--- src/rtl/alu_rs_scheduler_pkg.sv ---
// alu_rs_scheduler_pkg: opcode encoding and default sizes shared by the ALU reservation station
package alu_rs_scheduler_pkg;
  localparam int OP_W = 7;
  localparam int RS_SIZE_DEF = 8;
  localparam int ROB_TAG_W = 5;
  typedef enum logic [OP_W-1:0] {
    OP_NONE = 7'd0,
    OP_ADD  = 7'd1,
    OP_SUB  = 7'd2,
    OP_AND  = 7'd3,
    OP_OR   = 7'd4,
    OP_XOR  = 7'd5,
    OP_SLL  = 7'd6,
    OP_BEQ  = 7'd7,
    OP_BNE  = 7'd8
  } alu_op_e;
endpackage

--- src/rtl/alu_rs_scheduler_select.sv ---
// rs_select: lowest-index free-slot and ready-slot encoders (busy/ready in; free_idx/free_any, sel_idx/sel_any out)
module rs_select #(
  parameter int N = 8,
  parameter int IW = $clog2(N)
) (
  input  logic [N-1:0]  busy,
  input  logic [N-1:0]  ready,
  output logic [IW-1:0] free_idx,
  output logic          free_any,
  output logic [IW-1:0] sel_idx,
  output logic          sel_any
);
  always_comb begin
    free_idx = '0;
    sel_idx = '0;
    for (int i = N - 1; i >= 0; i--) begin
      free_idx = busy[i] ? free_idx : i[IW-1:0];
      sel_idx = ready[i] ? i[IW-1:0] : sel_idx;
    end
  end
  assign free_any = ~&busy;
  assign sel_any = |ready;
endmodule

--- src/rtl/alu_rs_scheduler.sv ---
// alu_rs_scheduler: ALU reservation station (clk_in/rst_in/rdy_in/flush_in, ins_* insert, cdb_* wakeup, full_out, alu_*_out registered issue)
module alu_rs_scheduler
  import alu_rs_scheduler_pkg::*;
#(
  parameter int RS_SIZE = RS_SIZE_DEF,
  parameter int TAG_W = ROB_TAG_W
) (
  input  logic             clk_in,
  input  logic             rst_in,
  input  logic             rdy_in,
  input  logic             flush_in,
  input  logic             ins_valid,
  input  logic [OP_W-1:0]  ins_op,
  input  logic [31:0]      ins_vi,
  input  logic [31:0]      ins_vj,
  input  logic             ins_qi_busy,
  input  logic             ins_qj_busy,
  input  logic [TAG_W-1:0] ins_qi,
  input  logic [TAG_W-1:0] ins_qj,
  input  logic [31:0]      ins_imm,
  input  logic [31:0]      ins_pc,
  input  logic [TAG_W-1:0] ins_rob,
  output logic             full_out,
  input  logic             cdb_valid,
  input  logic [TAG_W-1:0] cdb_tag,
  input  logic [31:0]      cdb_value,
  output logic [OP_W-1:0]  alu_op_out,
  output logic [31:0]      alu_vi_out,
  output logic [31:0]      alu_vj_out,
  output logic [31:0]      alu_imm_out,
  output logic [31:0]      alu_pc_out,
  output logic [TAG_W-1:0] alu_rob_out
);
  localparam int IW = $clog2(RS_SIZE);
  logic [RS_SIZE-1:0] busy, qi_busy, qj_busy, ready;
  logic [OP_W-1:0] op [RS_SIZE];
  logic [31:0] vi [RS_SIZE];
  logic [31:0] vj [RS_SIZE];
  logic [31:0] imm [RS_SIZE];
  logic [31:0] pc [RS_SIZE];
  logic [TAG_W-1:0] qi [RS_SIZE];
  logic [TAG_W-1:0] qj [RS_SIZE];
  logic [TAG_W-1:0] rob [RS_SIZE];
  logic [IW-1:0] free_idx, sel_idx;
  logic free_any, sel_any, ins_ok, fwd_i, fwd_j;
  assign ready = busy & ~qi_busy & ~qj_busy;
  assign full_out = &busy;
  assign ins_ok = ins_valid && free_any;
  // operands pending on the tag being broadcast right now are captured at insert
  assign fwd_i = ins_qi_busy && cdb_valid && ins_qi == cdb_tag;
  assign fwd_j = ins_qj_busy && cdb_valid && ins_qj == cdb_tag;
  rs_select #(.N(RS_SIZE)) u_sel (
    .busy(busy),
    .ready(ready),
    .free_idx(free_idx),
    .free_any(free_any),
    .sel_idx(sel_idx),
    .sel_any(sel_any)
  );
  // the dispatched entry is already ready and the insert slot is free, so the
  // wakeup, dispatch and insert writes below never target the same field
  always_ff @(posedge clk_in) begin
    if (rst_in) begin
      busy <= '0;
      alu_op_out <= OP_NONE;
      alu_vi_out <= '0;
      alu_vj_out <= '0;
      alu_imm_out <= '0;
      alu_pc_out <= '0;
      alu_rob_out <= '0;
    end else if (flush_in) begin
      busy <= '0;
      alu_op_out <= OP_NONE;
    end else if (rdy_in) begin
      for (int i = 0; i < RS_SIZE; i++) begin
        if (cdb_valid && busy[i] && qi_busy[i] && qi[i] == cdb_tag) begin
          vi[i] <= cdb_value;
          qi_busy[i] <= 1'b0;
        end
        if (cdb_valid && busy[i] && qj_busy[i] && qj[i] == cdb_tag) begin
          vj[i] <= cdb_value;
          qj_busy[i] <= 1'b0;
        end
      end
      if (sel_any) begin
        alu_op_out <= op[sel_idx];
        alu_vi_out <= vi[sel_idx];
        alu_vj_out <= vj[sel_idx];
        alu_imm_out <= imm[sel_idx];
        alu_pc_out <= pc[sel_idx];
        alu_rob_out <= rob[sel_idx];
        busy[sel_idx] <= 1'b0;
      end else begin
        alu_op_out <= OP_NONE;
      end
      if (ins_ok) begin
        busy[free_idx] <= 1'b1;
        op[free_idx] <= ins_op;
        vi[free_idx] <= fwd_i ? cdb_value : ins_vi;
        vj[free_idx] <= fwd_j ? cdb_value : ins_vj;
        qi_busy[free_idx] <= ins_qi_busy && !fwd_i;
        qj_busy[free_idx] <= ins_qj_busy && !fwd_j;
        qi[free_idx] <= ins_qi;
        qj[free_idx] <= ins_qj;
        imm[free_idx] <= ins_imm;
        pc[free_idx] <= ins_pc;
        rob[free_idx] <= ins_rob;
      end
    end
  end
endmodule

--- config.mk ---
export PLATFORM = sky130hd
export DESIGN_NAME = alu_rs_scheduler
export DESIGN_NICKNAME = d
export VERILOG_FILES = /design/src/rtl/alu_rs_scheduler_pkg.sv /design/src/rtl/alu_rs_scheduler_select.sv /design/src/rtl/alu_rs_scheduler.sv
export SDC_FILE = /design/constraint.sdc
export NUM_CORES = 2
export LEC_CHECK = 0
export ABC_AREA = 1
export ABC_CLOCK_PERIOD_IN_PS = 20300
export BUFFER_PORTS_ARGS = -buffer_cell sky130_fd_sc_hd__buf_2
export CORE_ASPECT_RATIO = 2
export CORE_MARGIN = 4
export CORE_UTILIZATION = 58
export CTS_CLUSTER_DIAMETER = 150
export CTS_CLUSTER_SIZE = 40
export DETAILED_ROUTE_END_ITERATION = 12
export PLACE_DENSITY = 0.76
export SKIP_LAST_GASP = 1
export SYNTH_ARGS = -nofsm -noshare
export SYNTH_HDL_FRONTEND = slang
export SYNTH_SLANG_ARGS = --single-unit
--- constraint.sdc ---
create_clock -name clk_in -period 20.3 [get_ports clk_in]
set_clock_uncertainty 0.15 [all_clocks]
set_input_delay 1.015 -clock clk_in [delete_from_list [all_inputs] [get_ports clk_in]]
set_output_delay 1.015 -clock clk_in [all_outputs]
set_load 0.01 [all_outputs]
* Word level (Yosys, flattened, before mapping)
Memory sizes are Yosys's and may differ from the RTL's. A register that Yosys moved wholly into a read port is not among the register bits.
Cells that the tools add are included.
** Storage, ports and cells
- Register bits :: 31
- Bits in latches :: 0
- Bits in writable memories :: 1200
- ROM bits :: 0
- Bits of input ports :: 195
- Output and inout bits :: 141
- Word-level logic and storage cells :: 281
- Memories kept :: 8
** Memories
- imm :: words 8, width 32, rd ports 1, clocked after memory_dff 1, wr ports 1, line alu_rs_scheduler.sv:39 : logic [31:0] imm [RS_SIZE];
- pc :: words 8, width 32, rd ports 1, clocked after memory_dff 1, wr ports 1, line alu_rs_scheduler.sv:40 : logic [31:0] pc [RS_SIZE];
- vi :: words 8, width 32, rd ports 1, clocked after memory_dff 1, wr ports 9, line alu_rs_scheduler.sv:37 : logic [31:0] vi [RS_SIZE];
- vj :: words 8, width 32, rd ports 1, clocked after memory_dff 1, wr ports 9, line alu_rs_scheduler.sv:38 : logic [31:0] vj [RS_SIZE];
- op :: words 8, width 7, rd ports 1, clocked after memory_dff 0, wr ports 1, line alu_rs_scheduler.sv:36 : logic [OP_W-1:0] op [RS_SIZE];
- qi :: words 8, width 5, rd ports 8, clocked after memory_dff 0, wr ports 1, line alu_rs_scheduler.sv:41 : logic [TAG_W-1:0] qi [RS_SIZE];
- 2 more memories
** Cells by class
- Add/sub/neg operators :: 0
- $mul :: 0
- Div/mod/pow operators :: 0
- $lt $le $gt $ge :: 4
- Equal/unequal tests :: 18
- Shifts and indexed selects :: 0
- Muxes and demuxes :: 181
- Bitwise operators :: 9
- Reduce and logical (&&, ||, !) cells :: 57
** Operator list (count)
- $mux W1 :: 151
- $eq A5 B5 Y1 :: 18
- $mux W32 :: 2
- $mux W8 :: 7
- $logic_and A1 B1 Y1 :: 49
- $mux W3 :: 16
- $and A8 B8 Y8 :: 3
- $not A8 Y8 :: 3
- $bwmux W8 :: 2
- $lt A3 B4 Y1 const B :: 2
- $or A8 B8 Y8 :: 1
- $reduce_and A8 Y1 :: 1
- $reduce_or A8 Y1 :: 1
- $mux W7 :: 1
- $demux W1 S3 :: 2
- $ge A3 B1 Y1 const B :: 2
- $reduce_and A3 Y1 :: 2
- $logic_not A1 Y1 :: 3
- $not A1 Y1 :: 2
- $reduce_or A2 Y1 :: 1

* Longest topological paths before layout
- Word-level depth :: 23
- Mapped depth :: 16

* By module
From an unflattened synthesis, not the netlist that was laid out.
** Second synthesis, totals
- Cells, all modules :: 5909
- Area, all modules :: 62018.2 um^2
** By module, submodules not included
- alu_rs_scheduler :: instances 1, cells an instance 5869, area each 61844.3 um^2, sequential area each 39477.9 um^2
- rs_select :: instances 1, cells an instance 40, area each 173.9 um^2, sequential area each 0.0 um^2

* Worst setup path before layout
OpenSTA, ideal clock, no wires.
- Path kind :: input port to flip-flop
- From :: input port rst_in
- To :: memory vj[7][17] (data pin)
- Setup time :: 272 ps
- Data arrival time :: 6637 ps
- Data required time :: 19878 ps
- Slack :: 13240 ps
- Stages on the path :: 11
- Buffers on the path :: 3
- Cell sequence :: buf_2 -> nor2_2 -> inv_2 -> nor2_2 -> inv_2 -> nor2_1 -> inv_2 -> buf_2 -> buf_6 -> nand2_1 -> o21ai_0
** RTL lines
- start, declared :: line alu_rs_scheduler.sv:9 : input logic rst_in,
- end, declared :: line alu_rs_scheduler.sv:38

==> impl_results.rst <==
.. list-table::
   :header-rows: 1

   * - Metric
     - Value
   * - Commonest register cell after synthesis
     - sky130_fd_sc_hd__edfxtp_1
   * - Compound-gate portion of the synthesized area
     - 11.8%
   * - Number of register bits inferred by synthesis
     - 1,364
   * - Total clock buffers created by CTS
     - 40
   * - Yosys Warn Count
     - 0
   * - Worst endpoint data arrival time
     - 5.22 ns
   * - Leading cell types by total area after synthesis
     - sky130_fd_sc_hd__edfxtp_1, sky130_fd_sc_hd__nand2_1, sky130_fd_sc_hd__dfxtp_1
   * - Relative slew margins
     - -12.4%
   * - Async set-reset flop share out of synthesis
     - 0%
   * - Layout overhead on the synthesized area
     - 5.89%
   * - Number of global-route vias before repair
     - 38,000
   * - Detailed-route via count
     - 38,900
   * - Top-level port count
     - 336
   * - Area of the mapped netlist
     - 57,300 sq um
   * - Outcome
     - finished, violations left
   * - Placeable core area
     - 97,900 sq um
   * - CP Class
     - in2reg
   * - CP startpoint kind
     - input port
   * - Overall Power
     - 4.43 mW
   * - Final critical-path required period
     - 5.00 ns
   * - Global router's overall resource usage
     - 30.0%
   * - Worst reg-to-reg setup slack
     - 15.38 ns
   * - Number of flops mapped to enable cells by yosys
     - 1,216
   * - Most area-hungry cell type in the Yosys netlist
     - sky130_fd_sc_hd__edfxtp_1
   * - Sort of element at the end of the critical path
     - register
   * - Number of max-slew violations in the final report
     - 84
   * - Die height
     - 453 um
   * - Leakage power total
     - 21.0 nW
   * - Number of standard-cell rows in the floorplan
     - 162
   * - Post-Syn Nets
     - 4,909
   * - Number of levels the H-tree was split into
     - 2
   * - Number of max-cap violations
     - 0
   * - Number of standard cells after synthesis
     - 4,714
   * - Remaining global-route overflow
     - 0
   * - Fraction of final layout cells with drive strength greater than 1
     - 12.2%
   * - Die area
     - 104,000 sq um
   * - Final routed wirelength across all metal layers
     - 161 mm
   * - TritonCTS clock tree
     - built
   * - Via/cell ratio
     - 6.31
   * - Pin count of the biggest net entering global routing
     - 193
   * - Adder-Cell Fraction of Synth Area
     - 0%
   * - Post-DP HPWL
     - 99.9 mm
   * - Least-Margin Pin Slew
     - 1.69 ns
   * - Basic-gate share of the synthesized area counting and, or, nand and nor cells
     - 11.5%
   * - Number of antenna violations at the first check in global routing
     - 22
   * - Number of nets at the end of the flow
     - 5,016
   * - Number of library cell types mapped by synthesis
     - 53
   * - Failing checks
     - max-slew violations
   * - Crit-path max FO
     - 64
   * - DRC violations left
     - 0
   * - Hold-fix buffers, CTS
     - 0
   * - Unrepaired setup endpoints after global routing
     - no
   * - Latest clock arrival within the worst-skew pair
     - 0.68 ns
   * - Multiplexer fraction of the synthesized cell area
     - 2.14%
   * - Root buffer cell
     - sky130_fd_sc_hd__clkbuf_16
   * - IR drop worst, VDD
     - 0.0708 mV
   * - TritonCTS Sinks
     - 1,364
   * - Share of the cycle needed by the critical path after routing
     - 24.6%
   * - Drt initial violations
     - 4,271
   * - Xor/xnor share of the synthesized area
     - 1.01%
   * - Worst min path class
     - reg2reg
   * - Global-route wire length before repair
     - 235 mm
   * - Starting utilization of the core area
     - 58.6%
   * - Final weighted congestion of routability-driven global placement
     - 0.954
   * - Number of buffers inserted by port buffering
     - 335
   * - Overall die width
     - 230 um
   * - Required time of the critical path
     - 20.52 ns
   * - Buffers from clock root to sink, at most
     - 3
   * - Endpoints failing setup
     - 0
   * - Power per cell area
     - 72.9 nW/um^2
   * - Sequential element share of the synthesized area
     - 68.8%
   * - Total negative slack
     - 0 ns
   * - Post-Syn Area per Cell
     - 12.2 sq um
   * - Final antenna-violating net count
     - 0
   * - Clock edge transition at the registers on the reported setup and hold paths
     - 0.14 ns
   * - Cts repair resizes
     - 0
   * - Fraction of synthesized cell area taken by the top area cell type
     - 63.7%
   * - Wire length per cell
     - 26.1 um
   * - Endpoints failing hold
     - 0
   * - Detailed-routing iteration count for the pre-antenna-repair pass
     - 6
   * - Maximum clock frequency
     - 0.200 GHz
   * - Post-CTS Setup Repair Bufs
     - 0
   * - Dominant combinational cell family by area after synthesis
     - compound AO/OA/AOI/OAI gates
path summary, 6_finish.rpt:
kind	startpoint	end	cells past startpoint
setup reg to reg	qj_busy[1]	alu_vj_out[12]	13
hold reg to reg	alu_vi_out[2]	alu_vi_out[2]	2
setup / recovery	rst_in	vi[3][21]	11
hold / removal	alu_vi_out[2]	alu_vi_out[2]	2
layout by cell type (no fill, tap or decap), types with 9 or more instances in the layout:
cell and instances:
sky130_fd_sc_hd__nor2_4 21, sky130_fd_sc_hd__mux2i_2 16, sky130_fd_sc_hd__inv_1 204, sky130_fd_sc_hd__nand3_1 209
sky130_fd_sc_hd__nand3b_1 52, sky130_fd_sc_hd__xor2_1 49, sky130_fd_sc_hd__a21oi_1 202, sky130_fd_sc_hd__clkbuf_16 41
sky130_fd_sc_hd__o21ai_1 224, sky130_fd_sc_hd__inv_2 21, sky130_fd_sc_hd__clkbuf_1 30, sky130_fd_sc_hd__xnor2_1 17
sky130_fd_sc_hd__dfxtp_1 148, sky130_fd_sc_hd__buf_2 335, sky130_fd_sc_hd__a22o_1 200, sky130_fd_sc_hd__nand2_2 10
sky130_fd_sc_hd__nand2_1 998, sky130_fd_sc_hd__o21ai_0 487, sky130_fd_sc_hd__a21oi_4 9, sky130_fd_sc_hd__mux2i_4 42
sky130_fd_sc_hd__o22ai_1 16, sky130_fd_sc_hd__edfxtp_1 1216, sky130_fd_sc_hd__nor2_1 23, sky130_fd_sc_hd__nor4_1 10
sky130_fd_sc_hd__nand4_1 119, sky130_fd_sc_hd__buf_4 56, sky130_fd_sc_hd__nor3_1 15, sky130_fd_sc_hd__or2_2 18
cells by family after synthesis:
logic type,count (synthesis)
flip-flops,1364
multiplexers,64
buffers and inverters,558
XOR/XNOR,66
AND/OR/NAND/NOR,1488
AO/OA/AOI/OAI,1174
metal layers:
layer | up-vias | global-route usage (%) | part of all wire (%)
met5 | - | 0 | 0.091
met4 | 22 | 14.7 | 5.7
met3 | 462 | 4.93 | 9.6
met2 | 2182 | 52.4 | 50
met1 | 19000 | 36.2 | 34
li1 | 17200 | - | -
layout make-up:
cell class / count / area, sq um
fill: 7618 / 37200
tap: 1312 / 1640
timing repair buffer: 393 / 2140
antenna: 7 / 17.5
clock inverter: 1 / 30.0
inverter: 230 / 881
multi-input combinational: 2792 / 15400
sequential: 1364 / 39500
clock buffer: 71 / 1140
worst max-delay path, cell delays in order:
cell and delay (ns):
sky130_fd_sc_hd__buf_2 0.19, sky130_fd_sc_hd__nor2_2 0.24, sky130_fd_sc_hd__inv_2 0.16, sky130_fd_sc_hd__nor2_2 0.75
sky130_fd_sc_hd__inv_2 0.13, sky130_fd_sc_hd__buf_4 0.37, sky130_fd_sc_hd__nor2_4 0.89, sky130_fd_sc_hd__inv_2 0.55
sky130_fd_sc_hd__buf_4 0.55, sky130_fd_sc_hd__nand2_1 0.17, sky130_fd_sc_hd__o21ai_0 0.11
power by group:
part	total [mW]	switching, mW	internal, mW	leakage (nW)
Sequential	3.06	0.00328	3.06	12.1
Clock	1.18	0.790	0.394	0.552
Combinational	0.181	0.127	0.0539	8.30
Total	4.43	0.920	3.51	21.0
flip-flops by register name, summed over array words and instances (netlist names):
signal       count
imm            256
pc             256
vi             256
vj             256
op              56
qi              40
qj              40
rob             40
alu_imm_out     32
alu_pc_out      32
alu_vi_out      32
alu_vj_out      32
busy             8
qi_busy          8
qj_busy          8
alu_op_out       7
alu_rob_out      5
through the flow:
step | cell area (sq um) | cells | worst slack (ns) | util [%] | hold WS, ns
floorplan | 57300 | 4714 | 13.24 | - | 0.338
global placement | 59500 | 6091 | 14.81 | 60.8 | 0.300
detailed placement | 59500 | 6091 | 14.68 | 60.8 | 0.304
CTS | 60700 | 6163 | 15.39 | 62.0 | 0.325
global route | 60700 | 6165 | 14.98 | 62.0 | 0.346
finish | 60700 | 6170 | 15.30 | 62.0 | 0.325
Yosys cell counts (2+ instances only):
cell type                   instances
sky130_fd_sc_hd__nor2_2             9
sky130_fd_sc_hd__nand3_1          209
sky130_fd_sc_hd__buf_2            109
sky130_fd_sc_hd__o21ai_0          487
sky130_fd_sc_hd__buf_1             44
sky130_fd_sc_hd__mux2i_1            6
sky130_fd_sc_hd__dfxtp_1          148
sky130_fd_sc_hd__nor3_1            15
sky130_fd_sc_hd__a22o_1           200
sky130_fd_sc_hd__buf_4             28
sky130_fd_sc_hd__buf_6             43
sky130_fd_sc_hd__or2_1              2
sky130_fd_sc_hd__inv_2             25
sky130_fd_sc_hd__mux2i_4           42
sky130_fd_sc_hd__mux2i_2           16
sky130_fd_sc_hd__xnor2_1           17
sky130_fd_sc_hd__clkbuf_1         103
sky130_fd_sc_hd__a22oi_1            7
sky130_fd_sc_hd__or2_2             18
sky130_fd_sc_hd__o211ai_1           3
sky130_fd_sc_hd__nor2_1            32
sky130_fd_sc_hd__nor2_4             7
sky130_fd_sc_hd__a21oi_1          210
sky130_fd_sc_hd__nand3b_1          52
sky130_fd_sc_hd__a41oi_1            2
sky130_fd_sc_hd__o31ai_1            3
sky130_fd_sc_hd__nor4_1            10
sky130_fd_sc_hd__nand4_1          119
sky130_fd_sc_hd__xor2_1            49
sky130_fd_sc_hd__nand2_2           11
sky130_fd_sc_hd__inv_1            204
sky130_fd_sc_hd__a211oi_2           2
sky130_fd_sc_hd__a221oi_1           4
sky130_fd_sc_hd__nand3_2            2
sky130_fd_sc_hd__o22ai_1           16
sky130_fd_sc_hd__o2111ai_1          6
sky130_fd_sc_hd__edfxtp_1        1216
sky130_fd_sc_hd__o21ai_1          224
sky130_fd_sc_hd__a31oi_1            3
sky130_fd_sc_hd__nand2_1          998
Note: power is estimated with default switching activity, not from simulation.
